===== config.mk =====
export PLATFORM = sky130hd
export DESIGN_NAME = pe_sched
export DESIGN_NICKNAME = d
export VERILOG_FILES = /design/src/rtl/pe_sched.sv
export SDC_FILE = /design/constraint.sdc
export NUM_CORES = 1
export LEC_CHECK = 0
export ABC_AREA = 1
export CORE_MARGIN = 5
export CORE_UTILIZATION = 45
export CTS_CLUSTER_DIAMETER = 40
export DETAILED_ROUTE_END_ITERATION = 7
export GPL_ROUTABILITY_DRIVEN = 0
export HOLD_SLACK_MARGIN = 0.12
export PLACE_DENSITY = 0.74
export SLEW_MARGIN = 20
export SYNTH_ARGS = -nofsm -noshare
export SYNTH_HDL_FRONTEND = slang
export SYNTH_SLANG_ARGS = --single-unit

===== constraint.sdc =====
create_clock -name clk -period 9.4 [get_ports clk]
set_input_delay 2.82 -clock clk [delete_from_list [all_inputs] [get_ports clk]]
set_output_delay 2.82 -clock clk [all_outputs]
set_load 0.05 [all_outputs]

===== src/rtl/pe_sched.sv =====
// Job scheduler for a PE array: latches a job shape, sequences the PE strobes and
// moves weight, feature and psum words from valid-only sources into the PE.
module pe_sched #(
  parameter int DATA_WIDTH = 16,
  parameter int PARA_WIDTH = 8,
  parameter int CNT_WIDTH  = 24
) (
  input  logic                  clk,
  input  logic                  rst,
  input  logic                  job_start,
  input  logic [PARA_WIDTH-1:0] cfg_S,
  input  logic [PARA_WIDTH-1:0] cfg_U,
  input  logic [PARA_WIDTH-1:0] cfg_q,
  input  logic [PARA_WIDTH-1:0] cfg_p,
  input  logic [PARA_WIDTH-1:0] cfg_j,
  input  logic [PARA_WIDTH-1:0] cfg_k,
  input  logic                  cfg_mode,
  input  logic [PARA_WIDTH-1:0] cfg_n_slides,
  input  logic                  fmap_src_valid,
  input  logic [DATA_WIDTH-1:0] fmap_src_data,
  output logic                  fmap_src_ready,
  input  logic                  wgt_src_valid,
  input  logic [DATA_WIDTH-1:0] wgt_src_data,
  output logic                  wgt_src_ready,
  input  logic                  psum_src_valid,
  input  logic [DATA_WIDTH-1:0] psum_src_data,
  output logic                  psum_src_ready,
  output logic [PARA_WIDTH-1:0] S,
  output logic [PARA_WIDTH-1:0] U,
  output logic [PARA_WIDTH-1:0] q,
  output logic [PARA_WIDTH-1:0] p,
  output logic [PARA_WIDTH-1:0] j,
  output logic [PARA_WIDTH-1:0] k,
  output logic                  mode,
  output logic                  start_config,
  output logic                  start_weight_load,
  output logic                  start_feature_load,
  output logic                  start_psum_in_load,
  output logic                  psum_out_start,
  output logic                  load_full_cloumn,
  output logic [DATA_WIDTH-1:0] feature_in,
  output logic                  feature_in_en,
  output logic [DATA_WIDTH-1:0] weight_in,
  output logic                  weight_in_en,
  output logic [DATA_WIDTH-1:0] psum_in,
  output logic                  psum_in_en,
  input  logic                  fifo_full_fmap,
  input  logic                  fifo_full_filter,
  input  logic                  mac_finish,
  input  logic                  psum_acc_finish,
  input  logic                  psum_out_valid,
  output logic                  busy,
  output logic                  job_done,
  output logic                  cfg_err
);

  typedef enum logic [3:0] {
    IDLE, CFG, WSTART, WLOAD, FSTART, FLOAD, WMAC,
    PSTART, PLOAD, WACC, OSTART, WOUT, DONE
  } state_t;

  state_t                state, state_next;
  logic [CNT_WIDTH-1:0]  cnt, cnt_next, cnt_inc, target;
  logic [PARA_WIDTH-1:0] slide, slide_next, n_slides;
  logic                  cfg_ok, latch_cfg, reject, xfer, load_last;

  // Enables are gated by rst so nothing is handed to the PE during a reset cycle.
  assign weight_in_en  = rst && (state == WLOAD) && wgt_src_valid && !fifo_full_filter;
  assign feature_in_en = rst && (state == FLOAD) && fmap_src_valid && !fifo_full_fmap;
  assign psum_in_en    = rst && (state == PLOAD) && psum_src_valid;

  assign wgt_src_ready  = weight_in_en;
  assign fmap_src_ready = feature_in_en;
  assign psum_src_ready = psum_in_en;

  assign weight_in  = wgt_src_data;
  assign feature_in = fmap_src_data;
  assign psum_in    = psum_src_data;

  assign start_config       = (state == CFG);
  assign start_weight_load  = (state == WSTART);
  assign start_feature_load = (state == FSTART);
  assign start_psum_in_load = (state == PSTART);
  assign psum_out_start     = (state == OSTART);
  assign job_done           = (state == DONE);
  assign busy               = (state != IDLE);

  assign cfg_ok = (cfg_S != '0) && (cfg_U != '0) && (cfg_q != '0) &&
                  (cfg_p != '0) && (cfg_n_slides != '0);

  // The first window loads S columns; later windows only the U new columns.
  always_comb begin
    target = '0;
    case (state)
      WLOAD:   target = CNT_WIDTH'(S) * CNT_WIDTH'(q) * CNT_WIDTH'(p);
      FLOAD:   target = (slide == '0) ? CNT_WIDTH'(S) * CNT_WIDTH'(q)
                                      : CNT_WIDTH'(U) * CNT_WIDTH'(q);
      PLOAD:   target = CNT_WIDTH'(p);
      default: target = '0;
    endcase
  end

  assign xfer      = weight_in_en || feature_in_en || psum_in_en;
  assign cnt_inc   = cnt + CNT_WIDTH'(1);
  assign load_last = xfer && (cnt_inc == target);

  always_comb begin
    // NOTE: every signal gets a default first so no path leaves it unassigned (no latches).
    state_next = state;
    slide_next = slide;
    cnt_next   = cnt;
    latch_cfg  = 1'b0;
    reject     = 1'b0;
    if (xfer) cnt_next = load_last ? '0 : cnt_inc;
    case (state)
      IDLE: begin
        if (job_start) begin
          if (cfg_ok) begin
            latch_cfg  = 1'b1;
            slide_next = '0;
            state_next = CFG;
          end else begin
            reject = 1'b1;
          end
        end
      end
      CFG:    state_next = WSTART;
      WSTART: state_next = WLOAD;
      WLOAD:  if (load_last) state_next = FSTART;
      FSTART: state_next = FLOAD;
      FLOAD:  if (load_last) state_next = WMAC;
      WMAC:   if (mac_finish) state_next = mode ? PSTART : OSTART;
      PSTART: state_next = PLOAD;
      PLOAD:  if (load_last) state_next = WACC;
      WACC:   if (psum_acc_finish) state_next = OSTART;
      OSTART: state_next = WOUT;
      WOUT: begin
        if (psum_out_valid) begin
          if (slide == n_slides - PARA_WIDTH'(1)) begin
            state_next = DONE;
          end else begin
            slide_next = slide + PARA_WIDTH'(1);
            state_next = FSTART;
          end
        end
      end
      DONE:    state_next = IDLE;
      default: state_next = IDLE;
    endcase
  end

  // NOTE: sequential state uses non-blocking assignments so all flops update together.
  always_ff @(posedge clk) begin
    if (!rst) begin
      state            <= IDLE;
      cnt              <= '0;
      slide            <= '0;
      n_slides         <= '0;
      S                <= '0;
      U                <= '0;
      q                <= '0;
      p                <= '0;
      j                <= '0;
      k                <= '0;
      mode             <= 1'b0;
      load_full_cloumn <= 1'b0;
      cfg_err          <= 1'b0;
    end else begin
      state   <= state_next;
      cnt     <= cnt_next;
      slide   <= slide_next;
      cfg_err <= reject;
      load_full_cloumn <= ((state_next == FSTART) || (state_next == FLOAD)) &&
                          (slide_next == '0);
      if (latch_cfg) begin
        S        <= cfg_S;
        U        <= cfg_U;
        q        <= cfg_q;
        p        <= cfg_p;
        j        <= cfg_j;
        k        <= cfg_k;
        mode     <= cfg_mode;
        n_slides <= cfg_n_slides;
      end
    end
  end

endmodule


==> run_results.csv <==
group,metric,value,unit
outcome,status,"finished clean",
route,avgRoutedWirePerCell,15.3,µm
hold_path,worst_hold_path_type,"flop to flop",
sta,fmax,114,MHz
cts,cts_num_sinks,95,
route,antenna_violating_nets_post_route,0,
grt,grtUsageTotal,22.7,%
final_layout,finish.cell_count_without_fillers,2801,
cts,clock_tree.buffer_depth,2,
worst_setup_path,crit_path_start_kind,"flop",
worst_setup_path,critical_path.reg2reg.endpoint,"state[0]$_SDFF_PN0_",
die,chipHeight,194,µm
route,route.detailed.vias_per_inst,5.17,
sta,drv_slew,0,
final_layout,finish.instance_area,16800,µm²
die,core.rowCount,67,
sta,timing.final.crit_share,93.3,%
synth,synthArstFlopShare,0,%
worst_setup_path,slowest_delay,0.60,ns
final_layout,most_common_cell_after_layout_fill_and_taps_aside,"sky130_fd_sc_hd__nand2_1",
cts,cts_hold_buf,0,
die,initial_core_util,45.5,%
final_layout,layout.filler_cells,3233,
die,floorplan.die.width,194,µm
worst_setup_path,cp_data_required_time,9.61,ns
worst_setup_path,rr_worst_depth,41,
placed_design,preCtsSetupSlack,0.188,ns
worst_setup_path,critical_path_peak_fanout,18,
route,routed-via-count,14488,
cts,tritoncts,"built",
power,power_density,88.4,nW/µm²
final_layout,area_growth_syn_to_layout,10.5,%
worst_setup_path,worst_path_most_repeated_cell,"sky130_fd_sc_hd__nand2_1",
placed_design,place.detailed.instances,2784,
hold_path,timing.hold.worst_endpoint,"j[6]$_SDFFE_PN0P_",
die,ioPinCount,228,
job,timing.max_cap.violations,0,
synth,synth.cell_area,15200,µm²
route,drt-pass1-iter-count,5,
grt,grt_antenna_before_repair,0,
cts,clkLatencyLatePin,0.36,ns
sta,setup_viol,0,
die,coreArea,33400,µm²
grt,first_pass_grt_wire_length,71700,µm
grt,first_global_vias,14634,
route,first_iteration_detailed_routing_drc_count,1147,
route,drcViolationCount,0,
worst_setup_path,setup.worst_path.end_class,"flop",
power,total_leakage_power,0.00875,µW
sta,timing.slew.headroom,34.7,%
worst_setup_path,cp_slowest_cell,"sky130_fd_sc_hd__fa_1",
synth,synthCells,2323,
die,floorplan.die_area,37600,µm²
cts,cts.root.buffer_cell,"sky130_fd_sc_hd__clkbuf_16",
sta,period_minus_slack,8.77,ns
placed_design,port_buffers,131,
worst_setup_path,r2r_slack,0.63,ns
synth,ys_seq_elements,95,
sta,hold_viol,0,
final_layout,fraction_of_final_layout_cells_sized_beyond_drive_strength_1,4.93,%
synth,synth_top_flop_cell,"sky130_fd_sc_hd__dfxtp_1",
synth,number_of_enable_flip_flop_cells_after_synthesis,0,
sta,worst_slew_pin_slew,0.980,ns
cts,htree_levels,3,
synth,synth_nets,2715,
synth,syn_area_per_cell,6.55,µm²
placed_design,dp.final_hpwl,34900,µm
final_layout,finalCoreUtilization,50.3,%
worst_setup_path,cp_data_arrival_time,8.98,ns
power,vdd.ir_drop.worst,0.129,mV
synth,yosys_warning_count,0,
placed_design,postPlaceCellArea,16500,µm²
sta,fin_skew,0.00873,ns
grt,grt_residual_overflow,0,
synth,synth_top_area_share,20.5,%
final_layout,diodes,0,
final_layout,layout.cells.most_common_list,"sky130_fd_sc_hd__nand2_1 (658), sky130_fd_sc_hd__inv_1 (485), sky130_fd_sc_hd__nand3_1 (171), sky130_fd_sc_hd__nor2_1 (156), sky130_fd_sc_hd__fa_1 (156)",
hold_path,hold-path-cell-count,2,
synth,synthDistinctLibCells,44,
synth,post-synth-top-area-cell,"sky130_fd_sc_hd__fa_1",
synth,synth.yosys.seq_area_share,12.5,%
worst_setup_path,crit_type,"flop to flop",
sta,setup_slack,0.629,ns
final_layout,nets,2740,
worst_setup_path,crit-reg2reg-launch,"q[2]$_SDFFE_PN0P_",
cts,clock_transition_at_the_register_clock_pins_on_the_worst_setup_and_hold_paths_after_cts,0.07,ns
synth,synthTopCellsByArea,"sky130_fd_sc_hd__fa_1 (21%), sky130_fd_sc_hd__nand2_1 (16%), sky130_fd_sc_hd__dfxtp_1 (12%)",
grt,pin_count_of_the_biggest_net_entering_global_routing,80,
route,wirelength,42900,µm
hold_path,worstHoldStart,"j[6]$_SDFFE_PN0P_",
cts,numCtsBuffers,9,
-- worst max-delay path by stage --
stage	from	slack [ns]	to	depth (start not counted)
floorplan	q[2]$_SDFFE_PN0P_	0.97	cnt[11]$_SDFFE_PN0P_	42
global placement	q[2]$_SDFFE_PN0P_	0.50	cnt[18]$_SDFFE_PN0P_	40
detailed placement	q[2]$_SDFFE_PN0P_	0.19	cnt[21]$_SDFFE_PN0P_	37
CTS	q[2]$_SDFFE_PN0P_	0.15	cnt[21]$_SDFFE_PN0P_	37
global route	q[2]$_SDFFE_PN0P_	-0.003	state[0]$_SDFF_PN0_	43
finish	q[2]$_SDFFE_PN0P_	0.63	state[0]$_SDFF_PN0_	41
-- state kept, by name, indices dropped and copies added, names as in the netlist --
signal and flops:
S 8, mode 1, state 4, slide 8, cnt 24, q 8, k 8, load_full_cloumn 1
p 8, cfg_err 1, U 8, n_slides 8, j 8
-- worst max-delay path: cells and delay by family (launching register included) --
| kind | cells | cell delay, ns |
|---|---|---|
| and+or+nand+nor | 26 | 2.88 |
| adders and majority gates | 10 | 4.90 |
| DFF | 1 | 0.42 |
| buffers and inverters | 5 | 0.40 |
-- cells in the mapped netlist (2+ instances only) --
master	count
sky130_fd_sc_hd__o21ai_0	39
sky130_fd_sc_hd__a21oi_1	103
sky130_fd_sc_hd__clkinv_2	2
sky130_fd_sc_hd__xnor2_1	14
sky130_fd_sc_hd__buf_2	5
sky130_fd_sc_hd__inv_2	5
sky130_fd_sc_hd__clkinv_1	3
sky130_fd_sc_hd__o21ai_1	2
sky130_fd_sc_hd__xnor2_2	2
sky130_fd_sc_hd__nor2_1	157
sky130_fd_sc_hd__ha_1	120
sky130_fd_sc_hd__buf_4	51
sky130_fd_sc_hd__nand3b_1	16
sky130_fd_sc_hd__nor4_1	11
sky130_fd_sc_hd__a21o_1	2
sky130_fd_sc_hd__nor2_4	6
sky130_fd_sc_hd__nand3_2	4
sky130_fd_sc_hd__nand2_2	26
sky130_fd_sc_hd__clkbuf_1	70
sky130_fd_sc_hd__o21bai_1	5
sky130_fd_sc_hd__nand3_1	172
sky130_fd_sc_hd__dfxtp_1	95
sky130_fd_sc_hd__nor3_1	19
sky130_fd_sc_hd__nor2_2	5
sky130_fd_sc_hd__fa_1	156
sky130_fd_sc_hd__or2_2	3
sky130_fd_sc_hd__nor3b_1	2
sky130_fd_sc_hd__and2_1	2
sky130_fd_sc_hd__xor2_1	20
sky130_fd_sc_hd__buf_6	4
sky130_fd_sc_hd__nand4_1	26
sky130_fd_sc_hd__nand2_4	4
sky130_fd_sc_hd__a21boi_0	3
sky130_fd_sc_hd__inv_1	485
sky130_fd_sc_hd__a21oi_2	18
sky130_fd_sc_hd__nand2_1	658
-- layout make-up --
type,instances,area [µm²],share of cell area [%]
repair buffers,143,1400,8.33
flip-flops and latches,95,1910,11.4
well taps,448,561,3.33
inverters,495,1860,11.1
clock inverters,4,53.8,0.320
clock buffers,12,256,1.53
multi-input cells,1604,10800,64.0
-- metrics by stage --
| step | total power (µW) | setup TNS, ns | hold WS [ns] |
|---|---|---|---|
| after floorplan | 935 | 0 | 0.457 |
| after global placement | 1080 | 0 | 0.452 |
| after detailed placement | 1100 | 0 | 0.460 |
| after CTS | 1490 | 0 | 0.471 |
| after global routing | 1570 | -0.00290 | 0.487 |
| final | 1490 | 0 | 0.467 |
-- where the power goes --
| group | total [µW] | internal, µW | switching [µW] | leakage, µW |
|---|---|---|---|---|
| Clock | 390 | 221 | 169 | 0.000145 |
| Sequential | 504 | 433 | 71.3 | 0.000779 |
| Combinational | 592 | 202 | 390 | 0.00783 |
| Total | 1490 | 857 | 630 | 0.00875 |
-- kinds of logic after synthesis --
family	after synthesis	share of synthesized area, %
xor+xnor	37	2.28
flops	95	12.5
buf+inv	625	16.9
compound gates	177	6.57
simple gates	1113	31.4
fa+ha+maj	276	30.4
-- metal layers --
layer | GRT usage, % | part of all wire [%] | vias to the layer above | routed length (µm)
met3 | 5.02 | 8.5 | 87 | 3650
met2 | 37.7 | 46 | 568 | 19800
met1 | 29.1 | 42 | 6796 | 18000
li1 | - | - | 7037 | -
met4 | 8.49 | 3.3 | 0 | 1410
met5 | 0 | 0 | - | 0
-- timing repair --
item / in CTS / in global routing
endpoints found under the setup margin: 0 / 28
buffers inserted: 0 / 0
endpoints found under the hold margin: 0 / 0
resized for setup: 0 / 10
(Power assumes the default switching activity.)
